### src/rtl/spi_pmod_pkg.sv
// Shared constants for the PMOD SPI responder: FSM encoding and default frame widths
// (the widths also appear in the master's C-side register map).
package spi_pmod_pkg;
  localparam logic [1:0] ST_WAIT_IDLE = 2'd0;
  localparam logic [1:0] ST_IDLE      = 2'd1;
  localparam logic [1:0] ST_ACTIVE    = 2'd2;

  localparam int RX_BITS_DEF = 24;
  localparam int TX_BITS_DEF = 16;
endpackage

### src/rtl/spi_pin_sync.sv
// Two-flop synchroniser for one SPI pin, followed by an edge-detect register
// that produces single-cycle rise/fall pulses.
module spi_pin_sync #(
  parameter logic RST_VAL = 1'b0
) (
  input  logic S_AXI_ACLK,
  input  logic S_AXI_ARESET,
  input  logic pin,
  output logic level,
  output logic rise,
  output logic fall
);
  logic s1, s2, prev;

  always_ff @(posedge S_AXI_ACLK or posedge S_AXI_ARESET) begin
    if (S_AXI_ARESET) begin
      s1   <= RST_VAL;
      s2   <= RST_VAL;
      prev <= RST_VAL;
    end else begin
      s1   <= pin;
      s2   <= s1;
      prev <= s2;
    end
  end

  assign level = s2;
  assign rise  = s2 & ~prev;
  assign fall  = ~s2 & prev;
endmodule

### src/rtl/spi_pmod_responder.sv
// Device end of the PMOD SPI link: oversamples SCK/SDI/CONV_CS, deserialises SDI
// MSB-first and serialises a preloaded response word onto SDO MSB-first.
module spi_pmod_responder
  import spi_pmod_pkg::*;
#(
  parameter int RX_BITS = RX_BITS_DEF,
  parameter int TX_BITS = TX_BITS_DEF,
  parameter int CNT_W   = 6
) (
  input  logic               S_AXI_ACLK,
  input  logic               S_AXI_ARESET,
  input  logic               SCK,
  input  logic               SDI,
  input  logic               CONV_CS,
  output logic               SDO,
  input  logic [TX_BITS-1:0] tx_data,
  input  logic               tx_valid,
  output logic               tx_ready,
  output logic [RX_BITS-1:0] rx_data,
  output logic               rx_valid,
  output logic [CNT_W-1:0]   rx_bit_count,
  output logic               frame_error,
  output logic               tx_underrun,
  output logic               busy
);
  localparam logic [CNT_W-1:0] CNT_MAX  = '1;
  localparam logic [CNT_W-1:0] CNT_FULL = CNT_W'(RX_BITS);

  logic sck_rise, sck_fall, sdi_s, cs_s, cs_rise, cs_fall;

  spi_pin_sync #(.RST_VAL(1'b0)) u_sck (
    .S_AXI_ACLK, .S_AXI_ARESET, .pin(SCK), .level(), .rise(sck_rise), .fall(sck_fall));
  spi_pin_sync #(.RST_VAL(1'b0)) u_sdi (
    .S_AXI_ACLK, .S_AXI_ARESET, .pin(SDI), .level(sdi_s), .rise(), .fall());
  spi_pin_sync #(.RST_VAL(1'b1)) u_cs (
    .S_AXI_ACLK, .S_AXI_ARESET, .pin(CONV_CS), .level(cs_s), .rise(cs_rise), .fall(cs_fall));

  logic [1:0]         state;
  logic [1:0]         settle;
  logic               hold_full;
  logic [TX_BITS-1:0] hold_data, tx_sh, tx_sh_nx;
  logic [RX_BITS-1:0] rx_sh, rx_sh_nx;
  logic [CNT_W-1:0]   cnt, cnt_nx;

  assign tx_ready = ~hold_full;
  assign busy     = (state == ST_ACTIVE);

  // Edge effects computed up front so a CS rise in the same cycle closes on updated values.
  always_comb begin
    rx_sh_nx = rx_sh;
    cnt_nx   = cnt;
    tx_sh_nx = tx_sh;
    if (sck_rise) begin
      rx_sh_nx = {rx_sh[RX_BITS-2:0], sdi_s};
      cnt_nx   = (cnt == CNT_MAX) ? cnt : cnt + 1'b1;
    end
    if (sck_fall) tx_sh_nx = {tx_sh[TX_BITS-2:0], 1'b0};
  end

  always_ff @(posedge S_AXI_ACLK or posedge S_AXI_ARESET) begin
    if (S_AXI_ARESET) begin
      state        <= ST_WAIT_IDLE;
      settle       <= '0;
      hold_full    <= 1'b0;
      hold_data    <= '0;
      tx_sh        <= '0;
      rx_sh        <= '0;
      cnt          <= '0;
      SDO          <= 1'b0;
      rx_data      <= '0;
      rx_valid     <= 1'b0;
      rx_bit_count <= '0;
      frame_error  <= 1'b0;
      tx_underrun  <= 1'b0;
    end else begin
      rx_valid    <= 1'b0;
      frame_error <= 1'b0;
      tx_underrun <= 1'b0;
      SDO         <= (state == ST_ACTIVE) & tx_sh[TX_BITS-1];

      if (tx_valid && !hold_full) begin
        hold_full <= 1'b1;
        hold_data <= tx_data;
      end

      case (state)
        // The CS synchroniser shows its reset value for a few cycles; wait for real pin samples.
        ST_WAIT_IDLE: begin
          if (settle != 2'd3) settle <= settle + 1'b1;
          else if (cs_s)      state  <= ST_IDLE;
        end
        ST_IDLE: begin
          if (cs_fall) begin
            rx_sh <= '0;
            cnt   <= '0;
            state <= ST_ACTIVE;
            if (hold_full) begin
              tx_sh     <= hold_data;
              hold_full <= 1'b0;
            end else begin
              tx_sh       <= '0;
              tx_underrun <= 1'b1;
            end
          end
        end
        ST_ACTIVE: begin
          rx_sh <= rx_sh_nx;
          cnt   <= cnt_nx;
          tx_sh <= tx_sh_nx;
          if (cs_rise) begin
            rx_bit_count <= cnt_nx;
            if (cnt_nx == CNT_FULL) begin
              rx_data  <= rx_sh_nx;
              rx_valid <= 1'b1;
            end else begin
              frame_error <= 1'b1;
            end
            state <= ST_IDLE;
          end
        end
        default: state <= ST_WAIT_IDLE;
      endcase
    end
  end
endmodule

### config.mk
export PLATFORM = sky130hd
export DESIGN_NAME = spi_pmod_responder
export DESIGN_NICKNAME = d
export VERILOG_FILES = /design/src/rtl/spi_pmod_pkg.sv /design/src/rtl/spi_pin_sync.sv /design/src/rtl/spi_pmod_responder.sv
export SDC_FILE = /design/constraint.sdc
export NUM_CORES = 1
export LEC_CHECK = 0
export CAP_MARGIN = 15
export CORE_MARGIN = 5
export CORE_UTILIZATION = 25
export CTS_CLUSTER_DIAMETER = 120
export DETAILED_ROUTE_END_ITERATION = 16
export GPL_ROUTABILITY_DRIVEN = 0
export PLACE_DENSITY = 0.54
export SETUP_SLACK_MARGIN = 0.02
export SLEW_MARGIN = 10
export SYNTH_ARGS = -nofsm -noshare
export SYNTH_HDL_FRONTEND = slang
export SYNTH_HIERARCHICAL = 1
export SYNTH_SLANG_ARGS = --single-unit
### constraint.sdc
create_clock -name S_AXI_ACLK -period 4.6 [get_ports S_AXI_ACLK]
set_input_delay 0.69 -clock S_AXI_ACLK [delete_from_list [all_inputs] [get_ports S_AXI_ACLK]]
set_output_delay 0.69 -clock S_AXI_ACLK [all_outputs]
set_load 0.005 [all_outputs]
==> summary.txt <==
STA
  • Worst Max-Slew Pin Slew: 1.07 ns
  • Final hold violation count: 0
  • RSZ-0062 raised after global routing: false
  • Hold WS: 0.350 ns
  • Max_slew headroom: 28.6%
  • Final Critical Period: 2.74 ns
  • Crit share post-route: 59.6%
  • Clk_skew: 0.00957 ns
  • Final setup TNS: 0 ns
  • Final Max Tran Viols: 0
  • Endpoints failing setup: 0
  • FMAX: 365 MHz

Setup path
  • Startpoint type of the worst setup path: register
  • CP Max Fanout: 32
  • RR Startpoint: state[0]
  • Setup slack, reg-to-reg: 1.86 ns
  • R2r worst-path depth: 5
  • Critical Path AT: 2.98 ns
  • WS Path Type: register to register
  • CP Capture Type: register
  • RR Endpoint: rx_data[7]
  • CP Data Required Time: 4.83 ns

Global routing
  • First-pass GRT wire length: 16700 um
  • Initial antenna violation count: 0
  • Pin count of the biggest net entering global routing: 79
  • Met1 GRT Util: 12.3%
  • M3 GR Usage: 3.11%
  • Busiest grt layer: met2
  • Met2 Use GR: 14.5%
  • Vias in the first global route: 3283
  • Total Routing Usage GR: 9.40%
  • Gr ovfl total: 0

CTS
  • Reg clk slew, reported paths: 0.07 ns
  • H-tree levels: 3
  • TritonCTS clock tree: built
  • Root buffer cell: clkbuf_16
  • Clk_lat worst skew: 0.35 ns
  • TritonCTS Buffers: 9
  • Resize count post-CTS: 0
  • # Post-CTS Setup Buffers: 0
  • Clock Path Buffers: 2
  • Clock sink count: 109
  • Hold buffers post-CTS: 0

Die
  • Die height: 149 um
  • Die Footprint: 0.0221 mm^2
  • Initial Utilization: 25.5%
  • Die width: 149 um
  • Area of the core: 0.0188 mm^2
  • Row count: 50
  • I/O pins: 58

Synthesis
  • Mapped Area: 0.00480 mm^2
  • YS warnings: 6
  • Syn_nets: 457
  • Syn_area_per_cell: 11.1 um^2
  • Cells after synthesis: 433

Job
  • Max Cap Viol: 0

Final layout
  • Design area: 0.00589 mm^2
  • # nets final: 498
  • # diodes: 0
  • Share of cells above drive strength 1: 15.7%
  • Area Overhead vs Synth: 22.8%

Run status
  • Status: finished, final reports clean

Drt
  • DRC: 0
  • Drt wl/cell: 13.4 um
  • Routed WL: 9890 um
  • Via count of the routed design: 3150
  • First-pass DRT Iterations: 4
  • Vias/cell: 4.26
  • First DRT Iteration DRCs: 195
  • Routed Antenna Nets: 0

Min path
  • Hold Startpoint: u_sdi/s1
  • Hold Crit Endpoint: u_sdi/level
  • HP Class: register to register
  • Hold path cells: 0

Placed design
  • Placed inst area: 0.00560 mm^2
  • Dpl hpwl: 6790 um
  • Port Buffers: 57

Power
  • VDD IR max: 0.181 mV
  • Leakage: 2.60 nW
  • P per Cell Area: 406 mW/mm^2
cell usage in the layout (no fill, tap or decap), drive strengths merged:
master	instances
a21o	3
a21oi	21
a31oi	3
and2	1
and2b	2
and3	18
buf	4
bufinv	1
clkbuf	11
clkdlybuf4s50	57
clkinv	1
clkinvlp	3
dfrtp	106
dfstp	3
ha	2
inv	22
mux2	41
mux2i	27
nand2	50
nand2b	2
nand3	20
nand4	4
nand4b	1
nor2	8
nor2b	3
nor3	4
o211ai	1
o21ai	51
o31ai	1
o32ai	2
or2	1
xnor2	2
xor2	3
per-stage QoR:
step	std cells	util [%]	setup slack, ns	power (mW)
after floorplan	433	-	1.26	1.51
after global placement	723	29.7	1.90	1.63
after detailed placement	723	29.7	1.85	1.65
after CTS	739	31.3	1.84	2.43
after global routing	739	31.3	1.61	2.54
final	739	31.3	1.86	2.39
critical path, cell delays in order, from the launching register on:
cell	delay (ns)
dfrtp_1	0.42
nand2b_2	0.20
inv_2	0.42
nand2_1	0.42
nand4b_4	0.66
mux2_2	0.48
power breakdown:
| group | switching [mW] | internal, mW |
|---|---|---|
| combinational | 0.202 | 0.211 |
| clock | 0.347 | 0.424 |
| sequential | 0.100 | 1.11 |
metal layers:
metal	vias up	share of wire [%]
met5	-	0
met4	0	1.4
met3	11	4.8
met2	52	47
met1	1523	47
li1	1564	-
sequential cells by signal (all words and copies together), names as in the netlist:
register and count:
rx_data 24, rx_sh 24, hold_data 16, tx_sh 16
cnt 6, rx_bit_count 6, settle 2, state 2
SDO 1, frame_error 1, hold_full 1, rx_valid 1
tx_underrun 1, u_cs/level 1, u_cs/prev 1, u_cs/s1 1
u_sck/level 1, u_sck/prev 1, u_sck/s1 1, u_sdi/level 1
u_sdi/s1 1
how the worst max path moves through the flow:
stage | start | to | slack (ns) | cells past startpoint
after CTS | state[0] | rx_data[3] | 1.84 | 5
after floorplan | S_AXI_ARESET | SDO | 1.26 | 1
after global routing | state[0] | rx_data[23] | 1.61 | 5
final | state[0] | rx_data[7] | 1.86 | 5
after detailed placement | state[0] | rx_data[3] | 1.85 | 5
after global placement | state[0] | rx_data[23] | 1.90 | 5
area by class of cell:
type	count	area, um^2
Clock buffer	11	233
Clock inverter	5	61.3
Fill cell	1920	12900
Inverter	22	85.1
Multi-Input combinational cell	271	1860
Sequential cell	109	2730
Tap cell	260	325
Timing Repair Buffer	61	601
Power figures use the tool's default switching activity.
